--- config.mk ---
export PLATFORM = sky130hd
export DESIGN_NAME = divider_ctrl
export DESIGN_NICKNAME = d
export VERILOG_FILES = /design/src/rtl/divider_ctrl.sv
export SDC_FILE = /design/constraint.sdc
export NUM_CORES = 1
export LEC_CHECK = 0
export ABC_AREA = 1
export BUFFER_PORTS_ARGS = -buffer_cell sky130_fd_sc_hd__buf_4
export CORE_MARGIN = 5
export CORE_UTILIZATION = 41
export DETAILED_ROUTE_END_ITERATION = 12
export SKIP_LAST_GASP = 1
export SLEW_MARGIN = 40
export SYNTH_ARGS = -nofsm -noshare
export SYNTH_HDL_FRONTEND = slang
export SYNTH_SLANG_ARGS = --single-unit
export TNS_END_PERCENT = 1
--- constraint.sdc ---
create_clock -name clk -period 1.85 [get_ports clk]
set_input_delay 0.37 -clock clk [delete_from_list [all_inputs] [get_ports clk]]
set_output_delay 0.37 -clock clk [all_outputs]
set_load 0.02 [all_outputs]
--- src/rtl/divider_ctrl.sv ---
// divider_ctrl: sequential 32/32 restoring divider with a four-state control FSM.
//
// A division starts when Start is seen in IDLE. The divider spends one cycle in
// LOAD, 32 cycles in RUN (one quotient bit per cycle), and one cycle in DONE.
// A zero divisor skips RUN: LOAD goes straight to DONE.
//
// Ports
//   clk            rising-edge clock
//   Reset          synchronous, active-high reset
//   Start          request a division; only looked at in IDLE
//   Dividend_in    dividend operand, latched at the end of LOAD
//   Divisor_in     divisor operand, latched at the end of LOAD
//   W_ctrl         divisor-register write strobe, high in LOAD
//   Busy           high in LOAD and RUN
//   Ready          one-cycle completion pulse, high in DONE
//   Quotient_out   quotient, updated on entry to DONE and held
//   Remainder_out  remainder, updated on entry to DONE and held
//   Div_by_zero    the latched divisor was zero; cleared when the next LOAD begins
//
// Configuration
//   DIV_SIGNED_EN  when defined, operands are two's complement. The magnitudes
//                  are divided. The quotient is negated when the operand signs
//                  differ, and the remainder takes the dividend's sign.
//                  When undefined, the divider is unsigned and has no sign logic.
//
// state | meaning
// IDLE  | waiting for Start
// LOAD  | latch operands, initialise {R,Q} and step counter
// RUN   | 32 restoring steps, one per cycle
// DONE  | results valid, Ready pulse

module divider_ctrl (
  input  logic        clk,
  input  logic        Reset,
  input  logic        Start,
  input  logic [31:0] Dividend_in,
  input  logic [31:0] Divisor_in,
  output logic        W_ctrl,
  output logic        Busy,
  output logic        Ready,
  output logic [31:0] Quotient_out,
  output logic [31:0] Remainder_out,
  output logic        Div_by_zero
);

  typedef enum logic [1:0] {IDLE, LOAD, RUN, DONE} state_t;

  state_t      state, state_nxt;
  logic [63:0] work;        // {R, Q}
  logic [31:0] divisor_q;
  logic [5:0]  cnt;

  logic [31:0] dividend_mag, divisor_mag;
  logic [32:0] r_sh;
  logic [33:0] diff;
  logic [63:0] work_step;
  logic [31:0] q_fin, r_fin;

`ifdef DIV_SIGNED_EN
  logic neg_q, neg_r;

  assign dividend_mag = Dividend_in[31] ? (32'd0 - Dividend_in) : Dividend_in;
  assign divisor_mag  = Divisor_in[31]  ? (32'd0 - Divisor_in)  : Divisor_in;
  assign q_fin = neg_q ? (32'd0 - work_step[31:0])  : work_step[31:0];
  assign r_fin = neg_r ? (32'd0 - work_step[63:32]) : work_step[63:32];
`else
  assign dividend_mag = Dividend_in;
  assign divisor_mag  = Divisor_in;
  assign q_fin = work_step[31:0];
  assign r_fin = work_step[63:32];
`endif

  // One restoring step. The shifted partial remainder can be 33 bits wide when
  // the divisor is above 2^31. The subtraction therefore keeps an extra borrow
  // bit so that large divisors are still compared correctly.
  always_comb begin
    r_sh      = work[63:31];
    diff      = {1'b0, r_sh} - {2'b00, divisor_q};
    work_step = {r_sh[31:0], work[30:0], 1'b0};
    if (!diff[33])
      work_step = {diff[31:0], work[30:0], 1'b1};
  end

  always_ff @(posedge clk) begin
    if (Reset)
      state <= IDLE;
    else
      state <= state_nxt;
  end

  always_comb begin
    state_nxt = state;
    W_ctrl    = 1'b0;
    Busy      = 1'b0;
    Ready     = 1'b0;
    case (state)
      IDLE: if (Start) state_nxt = LOAD;
      LOAD: begin
        W_ctrl    = 1'b1;
        Busy      = 1'b1;
        state_nxt = (Divisor_in == 32'd0) ? DONE : RUN;
      end
      RUN: begin
        Busy = 1'b1;
        if (cnt == 6'd31) state_nxt = DONE;
      end
      DONE: begin
        Ready     = 1'b1;
        state_nxt = IDLE;
      end
      default: state_nxt = IDLE;
    endcase
  end

  always_ff @(posedge clk) begin
    if (Reset) begin
      work          <= '0;
      divisor_q     <= '0;
      cnt           <= '0;
      Quotient_out  <= '0;
      Remainder_out <= '0;
      Div_by_zero   <= 1'b0;
`ifdef DIV_SIGNED_EN
      neg_q         <= 1'b0;
      neg_r         <= 1'b0;
`endif
    end else begin
      case (state)
        IDLE: if (Start) Div_by_zero <= 1'b0;
        LOAD: begin
          divisor_q <= divisor_mag;
          work      <= {32'd0, dividend_mag};
          cnt       <= '0;
`ifdef DIV_SIGNED_EN
          neg_q     <= Dividend_in[31] ^ Divisor_in[31];
          neg_r     <= Dividend_in[31];
`endif
          if (Divisor_in == 32'd0) begin
            Div_by_zero   <= 1'b1;
            Quotient_out  <= 32'hFFFF_FFFF;
            Remainder_out <= Dividend_in;
          end
        end
        RUN: begin
          work <= work_step;
          cnt  <= cnt + 6'd1;
          if (cnt == 6'd31) begin
            Quotient_out  <= q_fin;
            Remainder_out <= r_fin;
          end
        end
        default: ;
      endcase
    end
  end

endmodule

# Word-level counts from Yosys, hierarchy flattened
# Cells that the tools add are included.
# word_totals
inputBits	67
regBits	169
out_inout_bits	68
# op_classes
add_sub_neg	2
eq_ne	7
muxes	19
reduce_logical	8
# op_table
op	n
$mux W32	4
$pmux W32 S2	2
$pmux W64 S2	1
$mux W64	1
$sub A33 B32 Y34	1
$logic_not A32 Y1	1
$pmux W6 S2	1
$pmux W2 S4	1
$add A6 B1 Y6 const B	1
$eq A6 B5 Y1 const B	1
$mux W1	6
$ne A2 B2 Y1 const B	3
$reduce_and A3 Y1	2
$eq A2 B2 Y1 const B	2
$mux W2	2
$reduce_bool A2 Y1	2
$eq A2 B1 Y1 const B	1
$logic_not A2 Y1	1
$pmux W1 S2	1
$reduce_and A2 Y1	1
$reduce_or A2 Y1	1

# Logic depth before layout (Yosys ltp)
# Gate-level depths: netlist of run 1.
# depth
depth_word	4
depth_mapped	18
mapped_depth_nobuf	18

# Worst setup path after synthesis of run 1
# Ideal clock, no wire load.
# synth_timing
path_kind	flip-flop to flip-flop
from	reg divisor_q[7]
to	reg work[56]
required_time_ps	1794
arrival_time_ps	1922
period_less_slack_ps	1978
n_path_buf	1
setup_slack_ps	-128
path_stages_with_launch	17
path_cell_list	dfxtp_1 -> inv_1 -> ha_1 -> nand2_1 -> inv_1 -> nand2_1 -> nand2_1 -> inv_2 -> nand3_2 -> nand2_1 -> nand2_1 -> nand2_2 -> clkbuf_1 -> nand4_1 -> nand3_1 -> nand2_1 -> inv_1
# synth_via
elab_chain_cells	3
# synth_rtl
element	line_no	rtl
from (decl)	50	logic [31:0] divisor_q;
from (signal assigned)	131	divisor_q <= divisor_mag;
$sub A33 B32 Y34	78	diff = {1'b0, r_sh} - {2'b00, divisor_q};
$mux W64	80	if (!diff[33])
$pmux W64 S2	128	case (state)
to (signal assigned)	132	work <= {32'd0, dividend_mag};
to (signal assigned)	145	work <= work_step;
to (decl)	49	logic [63:0] work;
# Every way passes these cells.
# A chain may end at the register's enable or synchronous reset.

# Worst setup path in the final report of run 1
# layout_timing
from	reg work[55]
to	reg work[58]
# layout_via
elab_chain_cells	3
# layout_rtl
element	line_no
$sub A33 B32 Y34	78
$mux W64	80
$pmux W64 S2	128
# Every way passes these cells.

==> results of run 1 <==
registers in the layout, indices dropped and copies added (netlist names):
register / cells
state: 2
Div_by_zero: 1
work: 64
cnt: 6
Quotient_out: 32
divisor_q: 32
Remainder_out: 32
synthesized netlist by cell type (all sizes together):
cell type / count / share of area [%]
nor2: 255 / 9.7
inv: 274 / 10
o21bai: 4 / 0.30
o21ai: 80 / 4.0
xor2: 15 / 1.3
dfxtp: 169 / 34
nand2: 388 / 15
xnor2: 1 / 0.088
and3: 1 / 0.063
nor3b: 1 / 0.075
and2: 2 / 0.13
or2: 3 / 0.19
a21oi: 80 / 4.1
nand4: 40 / 2.5
nand3: 116 / 5.9
ha: 38 / 4.8
a221oi: 1 / 0.088
nor4: 3 / 0.19
buf: 20 / 0.94
nand3b: 4 / 0.30
o21a: 2 / 0.15
nor3: 42 / 2.1
fa: 1 / 0.20
clkbuf: 54 / 2.0
a211oi: 2 / 0.15
o211ai: 22 / 1.7
a21o: 1 / 0.075
o41ai: 1 / 0.088
critical path: stages, from the launching register on:
cell and delay, ns:
dfxtp_2 0.41, ha_4 0.23, buf_4 0.15, nand2_1 0.09
nand3_2 0.11, inv_2 0.10, a21oi_4 0.06, nor2_4 0.18
a21oi_4 0.10, buf_12 0.15, buf_8 0.13, nand2_1 0.11
nand3_1 0.09, nand2_1 0.07, inv_1 0.04
logic make-up after synthesis:
kind of cell / synth area share (%)
simple gates: 35.74
buf+inv: 13.29
compound gates: 10.66
flops: 33.94
fa+ha+maj: 4.970
xor+xnor: 1.406
metal layers:
layer  up-vias  track usage, %  wire, µm
li1       5664               -         -
met1      4987           34.61     16740
met4         0           6.241       702
met2       318           36.75     14960
met5         -               0         0
met3        40           3.237      1778
final cells by class:
class / count / share of cell area, %
repair buffers: 348 / 19.54
well taps: 324 / 2.829
clock inverters: 14 / 1.057
flip-flops and latches: 169 / 23.89
inverters: 274 / 7.196
clock buffers: 17 / 2.969
multi-input cells: 1103 / 42.52
worst paths after layout:
| kind | slack (ns) | cells past startpoint | end | from |
|---|---|---|---|---|
| hold reg to reg | 0.47 | 2 | divisor_q[23]$_SDFFE_PP0P_ | divisor_q[23]$_SDFFE_PP0P_ |
| setup / recovery | -0.27 | 14 | work[58]$_SDFFE_PP0N_ | work[55]$_SDFFE_PP0N_ |
| setup reg to reg | -0.27 | 14 | work[58]$_SDFFE_PP0N_ | work[55]$_SDFFE_PP0N_ |
| hold / removal | 0.23 | 3 | divisor_q[7]$_SDFFE_PP0P_ | Divisor_in[7] |
through the flow:
| stage | utilization, % | hold slack (ns) | cells | TNS, ns |
|---|---|---|---|---|
| after floorplan | - | 0.4373 | 1620 | -1.328 |
| after global placement | 53.39 | 0.4571 | 2208 | -41.12 |
| after detailed placement | 53.39 | 0.4601 | 2208 | -40.84 |
| after CTS | 56.69 | 0.2169 | 2239 | -17.39 |
| after global routing | 59.44 | 0.2355 | 2249 | -29.27 |
| final | 59.44 | 0.2273 | 2249 | -14.61 |
placed cells by master (no fill, tap or decap), drive strengths merged:
cell type,n
nand2,388
buf,346
inv,282
nor2,255
dfxtp,169
nand3,116
o21ai,80
a21oi,80
nor3,42
nand4,40
ha,38
o211ai,22
clkbuf,19
xor2,15
clkinv,5
nand3b,4
o21bai,4
nor4,3
or2,3
o21a,2
a211oi,2
and2,2
a221oi,1
xnor2,1
nor3b,1
and3,1
a21o,1
o41ai,1
fa,1
clkinvlp,1
repair_timing:
| action | CTS | global route |
|---|---|---|
| setup endpoints to repair | 98 | 118 |
| cloned | 0 | 2 |
| gates resized for setup | 44 | 166 |
| setup buffers | 0 | 8 |
| hold buffers | 0 | 0 |
| pin swaps | 6 | 42 |
==> flow_metrics.tcl, run 1 <==
set metrics [dict create \
    grt_pass1_wl_mm 53.75 \
    tightest_slew_ns 0.6062 \
    syn_area_um2 9970 \
    required_ns 2.18 \
    start_kind "register" \
    routed-via-count 11009 \
    worstSetupPathType "reg2reg" \
    final-setup-viol-count 98 \
    synth.net_count 1726 \
    antenna_found_initial 0 \
    pre_cts_ws_ns -0.5487 \
    clk_latency_ns 0.44 \
    track_usage_pct 23.66 \
    slew_violations 0 \
    finalInstanceArea_um2 14330 \
    layout.nets 2019 \
    cts_sinks 169 \
    path_clk_slew_ns 0.07 \
    run_status "finished, violations left" \
    routed_wl_mm 34.18 \
    finalClockSkew_ns 0.01223 \
    gr-total-overflow 0 \
    core_area_um2 24110 \
    worstHoldPathType "in2reg" \
    start_util_pct 41.36 \
    final_antenna_net_count 0 \
    grt_max_degree 70 \
    cts_tree "yes" \
    yosysUniqueCellTypes 36 \
    dieArea_um2 27530 \
    cp-end-kind "register" \
    dpl.hpwl_mm 25.20 \
    max-cap-violations 0 \
    cts_max_path_buffers 2 \
    cts_made_buffers 17 \
    avgViaCountPerCell 4.895 \
    ctsRootBufferMaster "clkbuf_16" \
    seq_area_um2 3423 \
    ioPinCount 135 \
    dr.pass1.iters 5 \
    crit_fanout 8 \
    syn_to_final_growth_pct 43.71 \
    rsz0062_at_grt "true" \
    cp.arrival_ns 2.46 \
    row_count 57 \
    violations "negative setup slack" \
    die_w_um 165.9 \
    period_share_pct 114.8 \
    drt_drc_violations_left 0 \
    n_fill_cell 2407 \
    yosysSeqAreaShare_pct 33.94 \
    final-hold-violation-count 0 \
    multi_input_area_um2 6092 \
    gp_congestion 0.9262 \
    dpl_cell_area_um2 12870 \
    wl_per_cell_um 15.20 \
    drtIter0Drc 628 \
    min_period_ns 2.124 \
    htree_levels 4 \
    yosys_register_bits 169 \
    drive_gt1_share_pct 30.44 \
    port_buffers 134 \
    timing.fmax_mhz 470.8 \
    setup_slack_ns -0.2739 \
    antennaDiodeCount 0 \
    syn_area_per_cell_um2 6.154 \
    relSlewSlack_pct 59.59 \
    ys_warn_count 0 \
    synthCells 1620 \
    die_h_um 165.9 \
    grt_pass1_vias 10241 \
]
Power of run 1 is left out: the tool's default activity adds up to more than one toggle a clock period on the data nets, which glitch-free logic cannot reach.
==> run 2: changes to the inputs <==
Settings changed: MAX_ROUTING_LAYER set to met4.
Clock period 1.85 ns to 2.4 ns, I/O delays scaled along.
==> run 2 against run 1 <==
The run now ends clean. Die area is the same. Critical path type unchanged. Critical path depth grew 1. Routed wire length shrank 8.2%. First-iteration DRC count grew 20%. Setup slack gained 0.36 ns.
==> flow_metrics.tcl, run 2 (synthesis gave the netlist of run 1 again) <==
set metrics [dict create \
    ctsRootBufferMaster "clkbuf_16" \
    final_cell_mix "nand2_1 (382), inv_1 (270), nor2_1 (251)" \
    max-cap-violations 0 \
    final_antenna_net_count 0 \
    worstSetupPathType "reg2reg" \
    n_fill_cell 2571 \
    clk_latency_ns 0.43 \
    final_common_cell "nand2_1" \
    largest_register_ffs 64 \
    final-hold-violation-count 0 \
    tightest_slew_ns 0.7753 \
    dr.pass1.iters 5 \
    antenna_found_initial 0 \
    row_count 57 \
    cts.repair.resized 0 \
    setup_slack_ns 0.08374 \
    crit_fanout 33 \
    grt_pass1_vias 9705 \
    relSlewSlack_pct 48.31 \
    cts_made_buffers 17 \
    setup_tns_ns 0 \
    r2r_slack_ns 0.08 \
    start_util_pct 41.36 \
    routed_wl_mm 31.39 \
    cts_sinks 169 \
    port_buffers 134 \
    worstHoldPathType "in2reg" \
    track_usage_pct 23.08 \
    cts_setup_buffers 0 \
    cts_tree "yes" \
    antennaDiodeCount 0 \
    finalInstanceArea_um2 12160 \
    cp-end-kind "register" \
    rsz0062_at_grt "true" \
    die_h_um 165.9 \
    timing.fmax_mhz 431.7 \
    cts_hold_buffers 0 \
    drtIter0Drc 755 \
    dieArea_um2 27530 \
    slew_violations 0 \
    gp_congestion 0.9601 \
    core_area_um2 24110 \
    finalClockSkew_ns 0.01038 \
    routed-via-count 10186 \
    required_ns 2.78 \
    fin_cells 2077 \
    run_status "finished clean" \
    die_w_um 165.9 \
    start_kind "register" \
    htree_levels 4 \
    gr-total-overflow 0 \
    dpl_cell_area_um2 11510 \
    cp.arrival_ns 2.70 \
    period_share_pct 96.51 \
    final-setup-viol-count 0 \
    dp.cells 2045 \
    wl_per_cell_um 15.11 \
    syn_to_final_growth_pct 21.98 \
    regMostFlops "work" \
    drive_gt1_share_pct 13.46 \
    path_clk_slew_ns 0.07 \
    pre_cts_ws_ns -0.03185 \
    cts_max_path_buffers 2 \
    dpl.hpwl_mm 23.49 \
    drt_drc_violations_left 0 \
    grt_max_degree 70 \
    avgViaCountPerCell 4.904 \
    ioPinCount 135 \
    layout.nets 1846 \
    grt_pass1_wl_mm 50.70 \
    min_period_ns 2.316 \
]
[run 2: worst max-delay path, stage by stage (launching register included)]
cell	delay, ns
dfxtp_1	0.50
ha_4	0.27
nand2_1	0.14
inv_1	0.05
nand2_1	0.06
nand2_1	0.11
nand2_1	0.08
nand2_1	0.09
inv_1	0.06
nand2_1	0.09
nand2_2	0.13
buf_12	0.20
nand4_1	0.20
nand3_1	0.16
nand2_1	0.06
inv_1	0.04
[run 2: layout make-up]
cell class              count  area [µm²]  share of cell area, %
repair buffers            175        1414                  11.63
well taps                 324       405.4                  3.334
flip-flops and latches    169        3383                  27.82
clock inverters            14       147.6                  1.214
multi-input cells        1103        5343                  43.93
clock buffers              18       439.2                  3.611
inverters                 274        1028                  8.458
[run 2: through the flow]
step | hold WS, ns | util [%]
final | 0.3288 | 50.45
after global routing | 0.3452 | 50.45
after CTS | 0.3247 | 50.18
after detailed placement | 0.4582 | 47.75
after global placement | 0.4532 | 47.75
after floorplan | 0.4373 | -
[run 2: final timing paths]
path / start / end / depth (start not counted)
setup / recovery: work[42]$_SDFFE_PP0N_ / work[41]$_SDFFE_PP0N_ / 15
hold / removal: Divisor_in[0] / divisor_q[0]$_SDFFE_PP0P_ / 3
setup reg to reg: work[42]$_SDFFE_PP0N_ / work[41]$_SDFFE_PP0N_ / 15
hold reg to reg: divisor_q[3]$_SDFFE_PP0P_ / divisor_q[3]$_SDFFE_PP0P_ / 2
[run 2: per-layer routing]
| metal | part of all wire [%] | up-vias | track usage, % |
|---|---|---|---|
| met2 | 43 | 247 | 34.71 |
| met5 | 0 | - | - |
| met4 | 1.7 | 0 | 6.205 |
| met3 | 4.9 | 32 | 3.285 |
| li1 | - | 5314 | - |
| met1 | 50 | 4593 | 32.62 |
Power of run 2 is left out for the same reason.
